===== src/rtl/wb_regfile.sv =====
// Write-back stage fused with the 32 x XLEN integer register file and the instret counter.
// Optional macro RF_WB_BYPASS_EN: same-cycle write-through on the read ports.
module wb_regfile #(
  parameter int unsigned XLEN = 32
) (
  input  logic            clk,
  input  logic            reset_n,
  input  logic [XLEN-1:0] alu_result_in,
  input  logic [XLEN-1:0] mem_read_data_in,
  input  logic [XLEN-1:0] pc_plus_4_in,
  input  logic [XLEN-1:0] csr_rdata_in,
  input  logic [4:0]      rd_addr_in,
  input  logic            reg_write_in,
  input  logic [1:0]      wb_sel_in,
  input  logic            valid_in,
  input  logic [4:0]      rs1_addr,
  input  logic [4:0]      rs2_addr,
  output logic [XLEN-1:0] rs1_data,
  output logic [XLEN-1:0] rs2_data,
  output logic [XLEN-1:0] wb_data_out,
  output logic [4:0]      wb_rd_out,
  output logic            wb_we_out,
  output logic [63:0]     retire_count
);

  logic [XLEN-1:0] r_regs [32];
  logic [63:0]     r_retire_count;
  logic [XLEN-1:0] w_wb_data;
  logic            w_we;

  always_comb begin
    w_wb_data = '0;
    unique case (wb_sel_in)
      2'b00:   w_wb_data = alu_result_in;
      2'b01:   w_wb_data = mem_read_data_in;
      2'b10:   w_wb_data = pc_plus_4_in;
      default: w_wb_data = csr_rdata_in;
    endcase
  end

  // rd == 0 is folded in here so x0 is never written and never bypassed.
  assign w_we        = valid_in & reg_write_in & (rd_addr_in != 5'd0);
  assign wb_data_out = w_wb_data;
  assign wb_we_out   = w_we;
  assign wb_rd_out   = rd_addr_in;

  always_ff @(posedge clk or negedge reset_n) begin
    if (!reset_n) begin
      for (int i = 0; i < 32; i++) begin
        r_regs[i] <= '0;
      end
    end else if (w_we) begin
      r_regs[rd_addr_in] <= w_wb_data;
    end
  end

  always_ff @(posedge clk or negedge reset_n) begin
    if (!reset_n) begin
      r_retire_count <= '0;
    end else if (valid_in) begin
      r_retire_count <= r_retire_count + 64'd1;
    end
  end

  assign retire_count = r_retire_count;

  always_comb begin
    rs1_data = (rs1_addr == 5'd0) ? '0 : r_regs[rs1_addr];
    rs2_data = (rs2_addr == 5'd0) ? '0 : r_regs[rs2_addr];
`ifdef RF_WB_BYPASS_EN
    if (w_we && (rs1_addr == rd_addr_in)) rs1_data = w_wb_data;
    if (w_we && (rs2_addr == rd_addr_in)) rs2_data = w_wb_data;
`endif
  end

endmodule


===== config.mk =====
export PLATFORM = sky130hd
export DESIGN_NAME = wb_regfile
export DESIGN_NICKNAME = d
export VERILOG_FILES = /design/src/rtl/wb_regfile.sv
export SDC_FILE = /design/constraint.sdc
export NUM_CORES = 2
export LEC_CHECK = 0
export BUFFER_PORTS_ARGS = -buffer_cell sky130_fd_sc_hd__buf_2
export CAP_MARGIN = 0
export CORE_ASPECT_RATIO = 0.6
export CORE_MARGIN = 2
export CORE_UTILIZATION = 58
export CTS_BUF_LIST = sky130_fd_sc_hd__clkbuf_8
export CTS_CLUSTER_SIZE = 20
export DETAILED_ROUTE_END_ITERATION = 8
export PLACE_DENSITY_LB_ADDON = 0.3
export SLEW_MARGIN = 25
export SYNTH_ARGS = -nofsm -noshare
export SYNTH_HDL_FRONTEND = slang
export SYNTH_SLANG_ARGS = --single-unit

===== constraint.sdc =====
create_clock -name clk -period 2.86 [get_ports clk]
set_clock_uncertainty 0.1 [all_clocks]
set_input_delay 0.572 -clock clk [delete_from_list [all_inputs] [get_ports clk]]
set_output_delay 0.572 -clock clk [all_outputs]
set_load 0.005 [all_outputs]

# Yosys cells after proc, flatten, opt, wreduce, memory -nomap -nowiden

Cells that the tools add are included.
W data, S select, Z words.

Register bits after elaboration: 1088
Logic and storage cells: 62

Add/subtract/negate cells: 1
Magnitude comparators: 4
Equality and inequality tests: 2
Muxes and demuxes: 12
Bitwise gates (word level): 5
Reduce and logical (&&, ||, !) cells: 5

Operators with widths:

| operator                | count |
|---|---|
| $bwmux W1024            | 1 |
| $bmux W32 S5            | 2 |
| $mux W32                | 7 |
| $demux W32 S5           | 1 |
| $pmux W32 S3            | 1 |
| $add A64 B1 Y64 const B | 1 |
| $ge A6 B6 Y1 const B    | 3 |
| $not A5 Y6              | 3 |
| $logic_not A5 Y1        | 2 |
| $lt A6 B1 Y1 const B    | 1 |
| $reduce_bool A5 Y1      | 1 |
| $and A1 B1 Y1           | 2 |
| $eq A2 B1 Y1 const B    | 1 |
| $eq A2 B2 Y1 const B    | 1 |
| $logic_not A2 Y1        | 1 |
| $logic_and A1 B1 Y1     | 1 |

# Depth between registers and ports, before layout

Depth in word-level cells: 6
Depth in mapped cells: 9
Mapped depth without buffers: 6

# Worst setup path before layout

Ideal clock, no wire load.

Path type: input-to-output
From: in rs1_addr[0]
To: out rs1_data[19]
Arrival: 2.177 ns
Required time: 2.188 ns
Setup slack: 0.011 ns
Stages on the path: 7
Buffers on the path: 3
Path through: buf_4 > buf_6 > buf_2 > mux4_2 > a22o_1 > nor4b_1 > nor3_1

Cells in the longest elaborated chain, start to end: 5

RTL lines:

| item                                         | RTL line | RTL |
|---|---|---|
| start, declared                              | 16       | `input logic [4:0] rs1_addr,` |
| $not A5 Y6 (implied by the code)             | 68       | `rs1_data = (rs1_addr == 5'd0) ? '0 : r_regs[rs1_addr];` |
| $bmux W32 S5                                 | 68       |  |
| $mux W32 (implied by the code) (2 in series) | 68       |  |
| $mux W32 (*)                                 | 68       |  |
| end, declared                                | 18       | `output logic [XLEN-1:0] rs1_data,` |

Mark *: on every way between the ends. The rest lies on a longest branch, timed or not. The select of a mux whose other input is x is not followed.

# Worst setup path in the final report

From: reg r_regs[867] in the netlist's numbering
To: out rs1_data[3]

Cells in the longest elaborated chain, start to end: 4

RTL lines:

| item                                         | RTL line | RTL |
|---|---|---|
| start, declared                              | 26       | `logic [XLEN-1:0] r_regs [32];` |
| start signal, assigned by index              | 53       | `r_regs[rd_addr_in] <= w_wb_data;` |
| $bmux W32 S5                                 | 68       |  |
| $mux W32 (implied by the code) (2 in series) | 68       |  |
| $mux W32                                     | 68       |  |

No other way between the ends. The select of a mux whose other input is x is not followed.

==> flow_results.xml <==
<?xml version="1.0" encoding="UTF-8"?>
<metrics>
  <group name="run_status">
    <metric name="outcome" unit="">finished, violations left</metric>
    <metric name="failing_checks" unit="">negative setup slack</metric>
  </group>
  <group name="die">
    <metric name="num_rows" unit="">88</metric>
    <metric name="core_region_area" unit="µm²">96200</metric>
    <metric name="die_x" unit="µm">407</metric>
    <metric name="die_y" unit="µm">246</metric>
    <metric name="initial_core_util" unit="">0.586</metric>
    <metric name="fp.dieArea" unit="µm²">99900</metric>
    <metric name="pin_count" unit="">315</metric>
  </group>
  <group name="synth">
    <metric name="cells_taking_the_most_area_after_synthesis" unit="">sky130_fd_sc_hd__dfrtp_1 (48%), sky130_fd_sc_hd__mux4_2 (16%), sky130_fd_sc_hd__o21ai_0 (7.9%)</metric>
    <metric name="synth_compound_gate_area_share" unit="">0.126</metric>
    <metric name="async_flop_share" unit="">1.00</metric>
    <metric name="cell_count_after_synthesis" unit="">5109</metric>
    <metric name="yosys.area_share.simple" unit="">0.0996</metric>
    <metric name="post-synth-top-area-fraction" unit="">0.483</metric>
    <metric name="main_combinational_cell_family_by_area_after_synthesis" unit="">multiplexers</metric>
    <metric name="yosys_register_bits" unit="">1088</metric>
    <metric name="ys.flop_type" unit="">sky130_fd_sc_hd__dfrtp_1</metric>
    <metric name="synth-warning-count" unit="">0</metric>
    <metric name="synth_cell_types" unit="">48</metric>
    <metric name="synth_xor_area_frac" unit="">0.00978</metric>
    <metric name="postSynthAreaPerCell" unit="µm²">11.0</metric>
    <metric name="synth_most_common_cell" unit="">sky130_fd_sc_hd__dfrtp_1</metric>
    <metric name="yosys.area.top_type" unit="">sky130_fd_sc_hd__dfrtp_1</metric>
    <metric name="mappedNetlistNets" unit="">5259</metric>
    <metric name="post_synth_design_cell_area" unit="µm²">56400</metric>
    <metric name="synth_top_cells_by_count" unit="">sky130_fd_sc_hd__dfrtp_1 (1,088), sky130_fd_sc_hd__nand2_1 (1,002), sky130_fd_sc_hd__o21ai_0 (892)</metric>
    <metric name="synth_enable_flop_cells" unit="">0</metric>
    <metric name="yosys.area_share.adder" unit="">0.000222</metric>
    <metric name="portion_of_netlist_area_occupied_by_mux_cells" unit="">0.236</metric>
    <metric name="synth.yosys.seq_area_share" unit="">0.483</metric>
  </group>
  <group name="finish">
    <metric name="design.final.nets" unit="">5776</metric>
    <metric name="fill_cells" unit="">6584</metric>
    <metric name="area_growth" unit="%">21.3</metric>
    <metric name="design_area" unit="µm²">68400</metric>
    <metric name="multiInputGateArea" unit="µm²">28600</metric>
    <metric name="sequential_cell_area" unit="µm²">27200</metric>
    <metric name="drive_above_1_share" unit="">0.347</metric>
  </group>
  <group name="setup_path">
    <metric name="required" unit="ns">2.19</metric>
    <metric name="cp_max_fo" unit="">3</metric>
    <metric name="setup.worst_path.end_class" unit="">primary output</metric>
    <metric name="crit_arrival" unit="ns">2.74</metric>
    <metric name="crit_path_start_kind" unit="">flop</metric>
    <metric name="reg2reg_depth" unit="">7</metric>
    <metric name="path_class" unit="">flop to primary output</metric>
  </group>
  <group name="placed_design">
    <metric name="place.port_buffers" unit="">314</metric>
    <metric name="placedInstanceArea" unit="µm²">62500</metric>
    <metric name="placer_congestion" unit="">0.937</metric>
    <metric name="dp_hpwl" unit="µm">129000</metric>
  </group>
  <group name="detailed_routing">
    <metric name="post-route-drc-count" unit="">0</metric>
    <metric name="route.vias.total" unit="">48500</metric>
    <metric name="drt.antenna.violating_nets" unit="">0</metric>
    <metric name="detail_route.wl_per_cell" unit="µm">29.2</metric>
    <metric name="drt-total-wl" unit="µm">206000</metric>
    <metric name="wire_length_the_detailed_router_placed_on_met1" unit="µm">75100</metric>
    <metric name="detailroute.wirelength.met3" unit="µm">32300</metric>
    <metric name="drt-initial-drc-count" unit="">7367</metric>
    <metric name="wl_met2" unit="µm">85800</metric>
    <metric name="drt-pass1-iter-count" unit="">7</metric>
    <metric name="highest-signal-layer" unit="">met5</metric>
    <metric name="post_drt_via_cell_ratio" unit="">6.88</metric>
  </group>
  <group name="power_and_ir_drop">
    <metric name="finalPower" unit="mW">41.5</metric>
    <metric name="swShare" unit="">0.313</metric>
    <metric name="internal_power" unit="mW">28.5</metric>
    <metric name="sequential_share_of_power" unit="">0.472</metric>
    <metric name="vdd_drop_max" unit="V">0.000637</metric>
    <metric name="power.share.clock" unit="">0.311</metric>
    <metric name="power.density" unit="nW/µm²">607</metric>
    <metric name="combinationalPowerShare" unit="">0.217</metric>
    <metric name="p_leak" unit="nW">31.3</metric>
    <metric name="total_switching_power" unit="mW">13.0</metric>
  </group>
  <group name="global_route">
    <metric name="track_usage" unit="">0.412</metric>
    <metric name="grt_first_pass_wirelength" unit="µm">304000</metric>
    <metric name="first_global_vias" unit="">47000</metric>
    <metric name="grt_max_degree" unit="">96</metric>
    <metric name="globalRoute.totalOverflow" unit="">0</metric>
    <metric name="number_of_antenna_violations_at_the_first_check_in_global_routing" unit="">4</metric>
  </group>
  <group name="clock_tree">
    <metric name="numCtsBuffers" unit="">157</metric>
    <metric name="clock_tree.root_cell" unit="">sky130_fd_sc_hd__clkbuf_8</metric>
    <metric name="clock_insertion_delay_worst_skew" unit="ns">0.87</metric>
    <metric name="clock_path_buffers" unit="">3</metric>
    <metric name="clock-sinks" unit="">1088</metric>
    <metric name="cts_tree" unit="">built</metric>
    <metric name="cts.reportedPaths.clkPinSlew" unit="ns">0.08</metric>
    <metric name="number_of_h_tree_levels" unit="">4</metric>
  </group>
  <group name="sta">
    <metric name="timing.final.crit_period" unit="ns">3.41</metric>
    <metric name="timing.final.crit_share" unit="">1.19</metric>
    <metric name="final-max-slew-violation-count" unit="">0</metric>
    <metric name="fmax" unit="MHz">294</metric>
    <metric name="unrepaired_setup_endpoints_after_global_routing" unit="">yes</metric>
    <metric name="fin_hold_ws" unit="ns">0.123</metric>
    <metric name="report.final.setup_viol" unit="">64</metric>
    <metric name="maxSlewHeadroom" unit="">0.308</metric>
    <metric name="tightest_slew" unit="ns">1.04</metric>
    <metric name="fin_ws" unit="ns">-0.547</metric>
    <metric name="finalHoldViolCount" unit="">0</metric>
  </group>
  <group name="min_path">
    <metric name="worst_hold_path_type" unit="">primary input to flop</metric>
    <metric name="hold-path-cell-count" unit="">4</metric>
  </group>
  <group name="flow_run">
    <metric name="maxCapViolations" unit="">0</metric>
  </group>
</metrics>
## final timing paths
path                                   start               end  slack (ns)
max                              r_regs[867]       rs1_data[3]       -0.55
max in group asynchronous            reset_n       r_regs[629]        1.44
max reg2reg                  retire_count[0]  retire_count[48]        0.38
min reg2reg                     r_regs[1004]      r_regs[1004]        0.30
min in group asynchronous            reset_n       r_regs[390]        0.14
min                        alu_result_in[20]       r_regs[788]        0.12
## cell type report
cell class                      count  area share
Multi-Input combinational cell   3443       0.418
Inverter                           41     0.00225
Sequential cell                  1088       0.398
Antenna cell                        3    0.000110
Timing Repair Buffer              895       0.112
Tap cell                         1305      0.0239
Clock inverter                     81     0.00684
Clock buffer                      195      0.0392
## cell usage in the layout, fill, tap and decap left out, types with 34 or more instances in the layout
| cell type | instances |
|---|---|
| sky130_fd_sc_hd__dfrtp_1 | 1088 |
| sky130_fd_sc_hd__nand2_1 | 972 |
| sky130_fd_sc_hd__o21ai_0 | 865 |
| sky130_fd_sc_hd__buf_4 | 454 |
| sky130_fd_sc_hd__mux4_2 | 394 |
| sky130_fd_sc_hd__buf_2 | 301 |
| sky130_fd_sc_hd__mux2i_1 | 283 |
| sky130_fd_sc_hd__clkbuf_8 | 195 |
| sky130_fd_sc_hd__mux2_2 | 129 |
| sky130_fd_sc_hd__buf_12 | 111 |
| sky130_fd_sc_hd__inv_1 | 88 |
| sky130_fd_sc_hd__a22o_1 | 60 |
| sky130_fd_sc_hd__o22ai_1 | 56 |
| sky130_fd_sc_hd__a221oi_2 | 52 |
| sky130_fd_sc_hd__nor2b_1 | 46 |
| sky130_fd_sc_hd__a211oi_2 | 44 |
| sky130_fd_sc_hd__nor2_1 | 41 |
| sky130_fd_sc_hd__o21ai_1 | 37 |
| sky130_fd_sc_hd__xnor2_1 | 34 |
## state kept, by name, indices dropped and copies added, names as in the netlist
register      count
r_regs         1024
retire_count     64
## power groups by stage
stage | registers [mW] | clock network, mW | logic [mW]
floorplan | 19.0 | 0 | 5.10
global placement | 19.6 | 0 | 7.53
detailed placement | 19.7 | 0 | 7.83
CTS | 19.4 | 12.9 | 8.51
global route | 19.8 | 13.6 | 9.69
finish | 19.6 | 12.9 | 9.02
## critical path: stages, from the launching register on
cell                      delay, ns
sky130_fd_sc_hd__dfrtp_1       0.40
sky130_fd_sc_hd__mux4_2        0.49
sky130_fd_sc_hd__a22o_1        0.26
sky130_fd_sc_hd__nor4b_4       0.27
sky130_fd_sc_hd__buf_4         0.20
sky130_fd_sc_hd__nor3_4        0.05
sky130_fd_sc_hd__buf_2         0.15
## cell families (layout without fill, tap and decap cells)
group / count (synthesis) / in the layout
AOI/OAI and AO/OA: 1246 / 1246
xor gates and xnor gates: 63 / 63
adders and majority gates: 1 / 1
buffers and inverters: 578 / 1212
DFF: 1088 / 1088
muxes: 821 / 821
other: 0 / 3
and+or+nand+nor: 1312 / 1312
## layer usage
metal | vias up | GRT usage
li1 | 19600 | -
met1 | 23900 | 0.565
met2 | 4082 | 0.563
met3 | 805 | 0.164
met4 | 6 | 0.222
met5 | - | 0
## timing repair
| item | 4_1_cts | 5_1_grt |
|---|---|---|
| endpoints found under the hold margin | 92 | 0 |
| resized for setup | 236 | 110 |
| buffers inserted | 83 | 36 |
| pin swaps | 112 | 48 |
| endpoints found under the setup margin | 64 | 66 |
| hold buffers | 2 | 0 |
| gates cloned | 1 | 2 |
## stage by stage
stage | setup TNS [ns] | setup slack (ns) | utilization | cells
after floorplan | 0 | 0.0109 | - | 5109
after global placement | -24.98 | -0.677 | 0.650 | 6674
after detailed placement | -25.93 | -0.658 | 0.650 | 6674
after CTS | -23.23 | -0.581 | 0.701 | 7015
after global routing | -23.26 | -0.562 | 0.711 | 7049
final | -21.55 | -0.547 | 0.711 | 7051
No activity file was read; power rests on OpenSTA's default activity.
